File: config.mk
export PLATFORM = sky130hd
export DESIGN_NAME = arbiter_1_to_n_response_cache
export DESIGN_NICKNAME = d
export VERILOG_FILES = /design/src/rtl/global_package.sv /design/src/rtl/xpm_fifo_sync_wrapper.sv /design/src/rtl/arbiter_1_to_n_response_cache.sv
export SDC_FILE = /design/constraint.sdc
export NUM_CORES = 2
export LEC_CHECK = 0
export CORE_ASPECT_RATIO = 1.2
export CORE_MARGIN = 1
export CORE_UTILIZATION = 31
export DETAILED_ROUTE_END_ITERATION = 16
export PLACE_DENSITY = 0.53
export SLEW_MARGIN = 20
export SYNTH_ARGS = -nofsm -noshare
export SYNTH_HDL_FRONTEND = slang
export SYNTH_SLANG_ARGS = --single-unit
File: constraint.sdc
create_clock -name ap_clk -period 10.9 [get_ports ap_clk]
set_clock_uncertainty 0.15 [all_clocks]
set_input_delay 3.27 -clock ap_clk [delete_from_list [all_inputs] [get_ports ap_clk]]
set_output_delay 3.27 -clock ap_clk [all_outputs]
set_load 0.005 [all_outputs]
File: src/rtl/global_package.sv
// Shared cache/requestor types and mapping helpers for the response return path.
package global_package;
    localparam int ID_REQUESTOR_W = 8;
    localparam int ADDR_W         = 32;
    localparam int DATA_W         = 32;

    typedef struct packed {
        logic valid;
    } KernelDescriptor;

    typedef struct packed {
        logic [ID_REQUESTOR_W-1:0] id_requestor;
        logic [ADDR_W-1:0]         address;
    } CacheMeta;

    typedef struct packed {
        CacheMeta          meta;
        logic [DATA_W-1:0] data;
    } CacheResponsePayload;

    typedef struct packed {
        logic                valid;
        CacheResponsePayload payload;
    } CacheResponse;

    typedef struct packed {
        logic [ID_REQUESTOR_W-1:0] id_requestor;
        logic [ADDR_W-1:0]         address;
    } MemoryPacketMeta;

    typedef struct packed {
        MemoryPacketMeta   meta;
        logic [DATA_W-1:0] data;
    } MemoryPacketPayload;

    typedef struct packed {
        logic               valid;
        MemoryPacketPayload payload;
    } MemoryPacket;

    typedef struct packed {
        logic rd_en;
    } FIFOStateSignalsInput;

    typedef struct packed {
        logic empty;
        logic prog_full;
    } FIFOStateSignalsOutput;

    typedef struct packed {
        logic rd_en;
        logic wr_en;
    } FIFOStateSignalsInputInternal;

    typedef struct packed {
        logic full;
        logic empty;
        logic prog_full;
        logic valid;
        logic wr_rst_busy;
        logic rd_rst_busy;
    } FIFOStateSignalsOutInternal;

    function automatic MemoryPacketPayload map_CacheResponse_to_MemoryPacket(input CacheResponsePayload p);
        MemoryPacketPayload m;
        m.meta.id_requestor = p.meta.id_requestor;
        m.meta.address      = p.meta.address;
        m.data              = p.data;
        return m;
    endfunction

    // A FIFO still in its reset window reads as empty to the requestor.
    function automatic FIFOStateSignalsOutput map_internal_fifo_signals_to_output(input FIFOStateSignalsOutInternal s);
        FIFOStateSignalsOutput o;
        o.empty     = s.empty | s.wr_rst_busy | s.rd_rst_busy;
        o.prog_full = s.prog_full | s.full;
        return o;
    endfunction
endpackage

File: src/rtl/xpm_fifo_sync_wrapper.sv
// Synchronous FIFO with registered read data, prog_full and a post-reset busy window.
module xpm_fifo_sync_wrapper
    import global_package::*;
#(
    parameter int DEPTH           = 16,
    parameter int WIDTH           = 32,
    parameter int PROG_THRESH     = 12,
    parameter int RST_BUSY_CYCLES = 2
) (
    input  logic                         clk,
    input  logic                         srst,
    input  logic [WIDTH-1:0]             din,
    input  FIFOStateSignalsInputInternal signals_in,
    output logic [WIDTH-1:0]             dout,
    output FIFOStateSignalsOutInternal   signals_out
);
    localparam int AW     = $clog2(DEPTH);
    localparam int BUSY_W = $clog2(RST_BUSY_CYCLES + 1);

    logic [WIDTH-1:0]  mem [DEPTH];
    logic [AW-1:0]     wr_ptr, rd_ptr;
    logic [AW:0]       count, count_next;
    logic [BUSY_W-1:0] busy_cnt;
    logic              busy, push, pop, full;
    logic              empty_q, prog_full_q, valid_q;

    assign full       = (count == (AW+1)'(DEPTH));
    assign push       = signals_in.wr_en & ~busy & ~full;
    assign pop        = signals_in.rd_en & ~busy & ~empty_q;
    assign count_next = count + (AW+1)'(push) - (AW+1)'(pop);

    always_ff @(posedge clk or posedge srst) begin
        if (srst) begin
            busy        <= 1'b1;
            busy_cnt    <= '0;
            wr_ptr      <= '0;
            rd_ptr      <= '0;
            count       <= '0;
            empty_q     <= 1'b1;
            prog_full_q <= 1'b0;
            valid_q     <= 1'b0;
            dout        <= '0;
        end else begin
            if (busy) begin
                busy_cnt <= busy_cnt + BUSY_W'(1);
                if (busy_cnt == BUSY_W'(RST_BUSY_CYCLES - 1)) busy <= 1'b0;
            end
            if (push) wr_ptr <= wr_ptr + AW'(1);
            if (pop) begin
                rd_ptr <= rd_ptr + AW'(1);
                dout   <= mem[rd_ptr];
            end
            valid_q     <= pop;
            count       <= count_next;
            // The entry written this cycle becomes readable one cycle later.
            empty_q     <= ((count_next - (AW+1)'(push)) == '0);
            prog_full_q <= (count_next >= (AW+1)'(PROG_THRESH));
        end
    end

    always_ff @(posedge clk) begin
        if (push) mem[wr_ptr] <= din;
    end

    assign signals_out.full        = full;
    assign signals_out.empty       = empty_q;
    assign signals_out.prog_full   = prog_full_q;
    assign signals_out.valid       = valid_q;
    assign signals_out.wr_rst_busy = busy;
    assign signals_out.rd_rst_busy = busy;
endmodule

File: src/rtl/arbiter_1_to_n_response_cache.sv
// Demultiplexes cache responses by requestor ID into per-requestor FIFOs.
// Optional saturating drop counter: define ARBITER_RESPONSE_DROP_COUNT_EN.
module arbiter_1_to_n_response_cache
    import global_package::*;
#(
    parameter int NUM_MEMORY_REQUESTOR = 2,
    parameter int FIFO_RESPONSE_DEPTH  = 16,
    parameter int PROG_THRESH          = 12
) (
    input  logic                                             ap_clk,
    input  logic                                             ap_rst_n,
    input  KernelDescriptor                                  descriptor_in,
    input  CacheResponse                                     response_in,
    input  FIFOStateSignalsInput  [NUM_MEMORY_REQUESTOR-1:0] fifo_response_signals_in,
    output FIFOStateSignalsOutput [NUM_MEMORY_REQUESTOR-1:0] fifo_response_signals_out,
    output MemoryPacket           [NUM_MEMORY_REQUESTOR-1:0] response_out,
    output logic                                             cache_ready_out,
    output logic [15:0]                                      dropped_count_out,
    output logic                                             fifo_setup_signal
);
    localparam int N        = NUM_MEMORY_REQUESTOR;
    localparam int ID_SEL_W = (N > 1) ? $clog2(N) : 1;

    logic [1:0]          rst_sync;
    logic                fifo_srst;
    KernelDescriptor     descriptor_reg;
    logic                s1_valid, in_range;
    CacheResponsePayload s1_payload;
    logic [ID_SEL_W-1:0] s1_id;
    logic [N-1:0]        s2_wr_en, prog_full_vec, busy_vec;
    MemoryPacketPayload  s2_din;

    always_ff @(posedge ap_clk or negedge ap_rst_n) begin
        if (!ap_rst_n) rst_sync <= '0;
        else           rst_sync <= {rst_sync[0], 1'b1};
    end
    assign fifo_srst = ~rst_sync[1];

    always_ff @(posedge ap_clk or negedge ap_rst_n) begin
        if (!ap_rst_n) begin
            descriptor_reg <= '0;
            s1_valid       <= 1'b0;
            s2_wr_en       <= '0;
        end else begin
            if (descriptor_in.valid) descriptor_reg <= descriptor_in;
            s1_valid <= response_in.valid & descriptor_reg.valid;
            s2_wr_en <= (s1_valid && in_range) ? (N'(1) << s1_id) : '0;
        end
    end

    always_ff @(posedge ap_clk) begin
        s1_payload <= response_in.payload;
        s2_din     <= map_CacheResponse_to_MemoryPacket(s1_payload);
    end

    // Range test uses the whole ID field so aliased high IDs are dropped.
    assign in_range = (s1_payload.meta.id_requestor < ID_REQUESTOR_W'(N));
    assign s1_id    = s1_payload.meta.id_requestor[ID_SEL_W-1:0];

`ifdef ARBITER_RESPONSE_DROP_COUNT_EN
    logic        drop;
    logic [15:0] drop_count;
    assign drop = s1_valid & ~in_range;
    always_ff @(posedge ap_clk or negedge ap_rst_n) begin
        if (!ap_rst_n)                             drop_count <= '0;
        else if (drop && drop_count != 16'hFFFF)   drop_count <= drop_count + 16'd1;
    end
    assign dropped_count_out = drop_count;
    a_drop_seen: assert property (@(posedge ap_clk) disable iff (!ap_rst_n) !drop)
        else $warning("response dropped: requestor id out of range");
`else
    assign dropped_count_out = '0;
`endif

    for (genvar i = 0; i < N; i++) begin : g_req
        FIFOStateSignalsInputInternal fifo_in;
        FIFOStateSignalsOutInternal   fifo_out;
        MemoryPacketPayload           fifo_dout;
        MemoryPacket                  resp_q;

        assign fifo_in.wr_en = s2_wr_en[i] & ~fifo_out.full;
        assign fifo_in.rd_en = fifo_response_signals_in[i].rd_en & ~fifo_out.empty;

        xpm_fifo_sync_wrapper #(
            .DEPTH       (FIFO_RESPONSE_DEPTH),
            .WIDTH       ($bits(MemoryPacketPayload)),
            .PROG_THRESH (PROG_THRESH)
        ) u_fifo (
            .clk         (ap_clk),
            .srst        (fifo_srst),
            .din         (s2_din),
            .signals_in  (fifo_in),
            .dout        (fifo_dout),
            .signals_out (fifo_out)
        );

        always_ff @(posedge ap_clk or negedge ap_rst_n) begin
            if (!ap_rst_n) resp_q <= '0;
            else           resp_q <= '{valid: fifo_out.valid, payload: fifo_dout};
        end

        assign response_out[i]              = resp_q;
        assign fifo_response_signals_out[i] = map_internal_fifo_signals_to_output(fifo_out);
        assign prog_full_vec[i]             = fifo_out.prog_full;
        assign busy_vec[i]                  = fifo_out.wr_rst_busy | fifo_out.rd_rst_busy;

        a_no_full_write: assert property (@(posedge ap_clk) disable iff (!ap_rst_n)
            !(s2_wr_en[i] && fifo_out.full))
            else $error("write to full response FIFO %0d", i);
    end

    always_ff @(posedge ap_clk or negedge ap_rst_n) begin
        if (!ap_rst_n) begin
            fifo_setup_signal <= 1'b1;
            cache_ready_out   <= 1'b0;
        end else begin
            fifo_setup_signal <= |busy_vec;
            cache_ready_out   <= ~|prog_full_vec & ~|busy_vec;
        end
    end
endmodule

# [Word-level counts from Yosys, hierarchy flattened]
# Memory sizes are Yosys's and may differ from the RTL's. A register that Yosys moved wholly into a read port is not among the register bits.
# Index checks and enable logic that the tools add are counted.
[word_totals] regBits=336 ram_bits=2304 input_bits=78 output_inout_bits=168 n_memories=2
[mem_list] name="g_req[0].u_fifo.mem" words=16 width=72 rd=1 rd_clocked_by_memory_dff=1 write_ports=1 line_no="xpm_fifo_sync_wrapper.sv:20" rtl="logic [WIDTH-1:0] mem [DEPTH];"
[mem_list] name="g_req[1].u_fifo.mem" words=16 width=72 rd=1 rd_clocked_by_memory_dff=1 write_ports=1 line_no="xpm_fifo_sync_wrapper.sv:20"
[classes] n_addsub=12 magnitude_cmp=3 eq_ne=4 shifts=1 n_mux=9 bitwise_logic=26 reduce_logical=9
[ops] operator="$sub A5 B1 Y5" count=4
[ops] operator="$add A4 B1 Y4 const B" count=4
[ops] operator="$and A1 B1 Y1" count=14
[ops] operator="$add A5 B1 Y5" count=2
[ops] operator="$eq A5 B5 Y1 const B" count=2
[ops] operator="$ge A5 B4 Y1 const B" count=2
[ops] operator="$logic_not A5 Y1" count=2
[ops] operator="$lt A8 B2 Y1 const B" count=1
[ops] operator="$mux W1" count=8
[ops] operator="$not A1 Y1" count=6
[ops] operator="$or A1 B1 Y1" count=6
[ops] operator="$add A2 B1 Y2 const B" count=2
[ops] operator="$eq A2 B1 Y1 const B" count=2
[ops] operator="$logic_not A1 Y1" count=4
[ops] operator="$reduce_or A2 Y1" count=2
[ops] operator="$mux W2" count=1
[ops] operator="$shl A1 B1 Y2 const A" count=1
[ops] operator="$logic_and A1 B1 Y1" count=1

# [Logic depth before layout (Yosys ltp)]
[logic_depth] word_depth=9 ltp_mapped=14

# [Hierarchy]
# Synthesis repeated with hierarchy kept, for this count alone.
[hier_totals] hier_cells=4708 area_unflattened_um2=100430.1
[modules_own_cells] mod="xpm_fifo_sync_wrapper" instances=2 cells_each=2187 area_each_um2=46721.1 seq_area_each_um2=36872.9
[modules_own_cells] mod="arbiter_1_to_n_response_cache" instances=1 cells_each=334 area_each_um2=6988.0 seq_area_each_um2=6737.7

# [Least setup slack after synthesis]
# Ideal clock, no wire load.
[synth_path] kind="flip-flop to flip-flop" from="register g_req[1].u_fifo.count[2]" to="memory g_req[1].u_fifo.mem[3][0] (netlist bit) (enable)" setup_time_ns=0.590 arrival_ns=6.256 slack_ns=3.904 path_stages_with_launch=7 period_less_slack_ns=6.996 cell_sequence="dfrtp_1 > inv_1 > ha_1 > nor4bb_1 > nor3b_2 > nand2_1 > nor3_1"
[synth_via] elab_chain_cells=7
[synth_lines] item="from (decl)" line_no="xpm_fifo_sync_wrapper.sv:22" rtl="logic [AW:0] count, count_next;"
[synth_lines] item="from (signal assigned)" line_no="xpm_fifo_sync_wrapper.sv:54" rtl="count <= count_next;"
[synth_lines] item="$eq A5 B5 Y1 *" line_no="xpm_fifo_sync_wrapper.sv:27" rtl="assign full = (count == (AW+1)'(DEPTH));"
[synth_lines] item="$not A1 Y1 *" line_no="xpm_fifo_sync_wrapper.sv:28, arbiter_1_to_n_response_cache.sv:81"
[synth_lines] item="$and A1 B1 Y1" line_no="arbiter_1_to_n_response_cache.sv:81" rtl="assign fifo_in.wr_en = s2_wr_en[i] & ~fifo_out.full;"
[synth_lines] item="$and A1 B1 Y1" line_no="xpm_fifo_sync_wrapper.sv:28" rtl="assign push = signals_in.wr_en & ~busy & ~full;"
[synth_lines] item="$and A1 B1 Y1 *" line_no="xpm_fifo_sync_wrapper.sv:28"
[synth_lines] item="named net g_req[1].u_fifo.push" line_no="xpm_fifo_sync_wrapper.sv:24" rtl="logic busy, push, pop, full;"
[synth_lines] item="$mux W1 *" line_no="xpm_fifo_sync_wrapper.sv:62" rtl="if (push) mem[wr_ptr] <= din;"
[synth_lines] item="$mux W1 (not written as such) *" line_no="xpm_fifo_sync_wrapper.sv:62"
[synth_lines] item="to (decl)" line_no="xpm_fifo_sync_wrapper.sv:20"
# Mark *: on every way through the listed nets, which the timed path passes. The rest lies on a longest branch.

# [Worst setup path in the final report]
[layout_path] from="input fifo_response_signals_in[0] (netlist bit)" to="register g_req[0].u_fifo.empty_q"
[layout_via] elab_chain_cells=6
[layout_lines] item="from (decl)" line_no="arbiter_1_to_n_response_cache.sv:14" rtl="input FIFOStateSignalsInput [NUM_MEMORY_REQUESTOR-1:0] fifo_response_signals_in,"
[layout_lines] item="$and A1 B1 Y1" line_no="arbiter_1_to_n_response_cache.sv:82" rtl="assign fifo_in.rd_en = fifo_response_signals_in[i].rd_en & ~fifo_out.empty;"
[layout_lines] item="$and A1 B1 Y1 (2 in series)" line_no="xpm_fifo_sync_wrapper.sv:29" rtl="assign pop = signals_in.rd_en & ~busy & ~empty_q;"
[layout_lines] item="$sub A5 B1 Y5" line_no="xpm_fifo_sync_wrapper.sv:30" rtl="assign count_next = count + (AW+1)'(push) - (AW+1)'(pop);"
[layout_lines] item="named net g_req[0].u_fifo.count_next[2]" line_no="xpm_fifo_sync_wrapper.sv:22"
[layout_lines] item="$sub A5 B1 Y5" line_no="xpm_fifo_sync_wrapper.sv:56" rtl="empty_q <= ((count_next - (AW+1)'(push)) == '0);"
[layout_lines] item="$logic_not A5 Y1" line_no="xpm_fifo_sync_wrapper.sv:56"
[layout_lines] item="to (signal assigned)" line_no="xpm_fifo_sync_wrapper.sv:56"
[layout_lines] item="to (decl)" line_no="xpm_fifo_sync_wrapper.sv:25" rtl="logic empty_q, prog_full_q, valid_q;"
# The timed path passes the listed nets, and every way through them passes these cells.
# A chain may end at the register's enable or synchronous reset.

==> run summary <==
status = finished clean
fin crit share = 61.9%
die width = 524 um
Synth Area per Inst = 19.6 um^2
DR iter-0 viols = 3949
Synth Cell Area = 0.101 mm^2
WS Path Type = input pin to flop
max FFs per register = 2304
GRT met3 Usage = 2.66%
part of the Yosys area used for sequential elements = 79.3%
Starting Density = 31.2%
share of cells above drive strength 1 = 16.3%
global-route wire length before repair = 384 mm
Leak = 39.5 nW
Vias/cell = 4.97
Biggest register = g_req.u_fifo.mem
met1 usage = 21.3%
final max-slew violation count = 0
number of buffers created by CTS = 299
reg2reg path depth = 12
initial antenna violation count = 26
total chip power = 29.6 mW
grt total ovfl = 0
Setup Buffers After CTS = 0
post-synth top area share = 68.2%
Synth area leader = edfxtp_1
Pre-Repair DR Iteration Count = 5
WP data required = 11500 ps
slowest CP cell = inv_4
dpl cell area = 0.109 mm^2
post-CTS sizing = 0
setup tns final = 0 ps
CORE AREA = 0.325 mm^2
WP data arrival = 7350 ps
DRC violations left = 0
All-Layer GR Usage = 16.2%
fmax = 0.148 GHz
WHS Path Cells = 0
CP max FO = 41
GPL Wtd Cong = 0.742
synth top area cells = edfxtp_1 (68%), dfrtp_1 (8.2%), mux4_2 (6.2%), mux2i_1 (5.9%), dfxtp_1 (2.8%)
Reg clk slew, reported paths = 60 ps
Clock Path Buffers = 4
Hold-fix buffers, CTS = 0
I/O Buffers = 229
worst-skew pair later-pin latency = 890 ps
met2 Use GR = 27.3%
most frequent cells in the layout = edfxtp_1 (2304), mux2i_1 (594), dfrtp_1 (324), clkbuf_16 (311), a22oi_1 (294)
Cells after Synth = 5167
H-tree levels = 5
DR vias = 50000
vias in the first global route = 52200
Max VDD drop = 0.277 mV
crit-path cells = clkdlybuf4s50_1 -> or3b_4 -> buf_4 -> inv_4 -> ha_1 -> inv_1 -> ha_1 -> inv_1 -> fa_1 -> xnor2_1 -> xnor2_1 -> nand4b_1 -> a211oi_1
Max-Cap Viols = 0
clock sinks = 2784
pin count of the biggest net entering global routing = 132
Final setup viols = 0
Die H = 629 um
Yosys cell types = 47
commonest non-fill, non-tap cell in the layout = edfxtp_1
die area = 0.330 mm^2
post-route antenna net violation count = 0
Worst setup SP type = input pin
number of enable flip-flop cells after synthesis = 2304
# placed instances = 9507
GR peak layer = met2
Post-synth ARST share = 12.1%
CTS tree = yes
Hold Vio Cnt, Final = 0
Critical Path End Type = flop
power per cell area = 250 mW/mm^2
Yosys warning count = 0
worst hold path class = flop to flop
Area Overhead vs Synth = 16.8%
RSZ-0062 raised after global routing = false
# IOs = 246
Rows = 229
worst-margin pin slew = 1110 ps
fin crit period = 6750 ps
CTS root buf = clkbuf_16
Rel. slew slack = 26.0%
Yosys reg bits = 2784
Layout Nets = 5642
Layout Cells excl Fill = 10100
ys flop type = edfxtp_1
final WL = 269 mm
WL per Instance = 26.8 um
fin area = 0.118 mm^2
Detailed Place HPWL = 147 mm
Crit path largest cell delay = 720 ps
## final cells by class
class	instances	area (um^2)
clock inverter	112	1040
inverter	27	106
timing repair buffer	350	3380
clock buffer	427	8600
sequential	2784	80600
tap	4273	5350
antenna	10	25.0
multi-input combinational	2074	19400
fill	30000	206000
## synth_stat cells, types with 2 or more instances
master and instances:
edfxtp_1 2304, mux2i_1 594, dfrtp_1 331, a22oi_1 294, a21oi_1 284, mux4_2 280, nor2_1 169, nand2_1 168
dfxtp_1 144, a31oi_1 140, clkbuf_1 115, buf_6 61, buf_2 55, buf_4 40, ha_1 26, inv_1 25
buf_1 24, xnor2_1 16, nor3_1 10, nor2b_1 8, and2_1 7, nand2b_1 7, nand3_1 6, nand4_1 6
or2_2 6, xor2_1 6, dfstp_2 5, o21ai_0 5, or3_1 3, a211oi_1 2, a21o_1 2, a22o_1 2
a32oi_1 2, buf_8 2, conb_1 2, fa_1 2, inv_2 2, o21ai_1 2, or3b_1 2
## critical path: cells and delay by family
kind | cells | cell delay [ps]
buf+inv | 5 | 1820
compound gates | 1 | 210
xor+xnor | 2 | 510
fa+ha+maj | 3 | 950
simple gates | 2 | 570
## routing by layer
layer  share of wire [%]  wire [um]  up-vias
met5               0.017         46        -
met4                 2.7       7200        8
met3                 5.4      14400      405
met2                  49     133000     1469
met1                  42     114000    26800
li1                    -          -    21300
## per-stage QoR
stage               hold slack (ps)  setup slack, ps  util [%]
floorplan                       160             3900         -
global placement                163             3200      33.4
detailed placement              162             3290      33.5
CTS                             175             4190      36.4
global route                    176             4060      36.5
finish                          172             4150      36.5
## path summary, 6_finish.rpt
kind	startpoint	end	slack, ps
setup / recovery	fifo_response_signals_in[0]	g_req[0].u_fifo.empty_q	4150
hold / removal	s1_payload[59]	s2_din[59]	170
setup reg to reg	g_req[1].u_fifo.busy	g_req[1].u_fifo.empty_q	6570
hold reg to reg	s1_payload[59]	s2_din[59]	170
max in group asynchronous	ap_rst_n	response_out[29]	7320
min in group asynchronous	rst_sync[1]	g_req[1].u_fifo.dout[56]	200
## report_power, final
part           leakage [nW]  internal, mW  total, mW  switching, mW
Sequential             25.6          12.1       13.1          0.974
Combinational          9.12          2.91       6.47           3.57
Clock                  4.72          5.85       10.0           4.16
## kinds of logic after synthesis
kind of cell	after synthesis	synth area share, %
flops	2784	79.3
compound gates	733	4.54
simple gates	400	1.64
other cells	2	0.00740
buf+inv	324	1.89
mux	874	12.1
fa+ha+maj	28	0.360
xor+xnor	22	0.190
(Power assumes the default switching activity.)
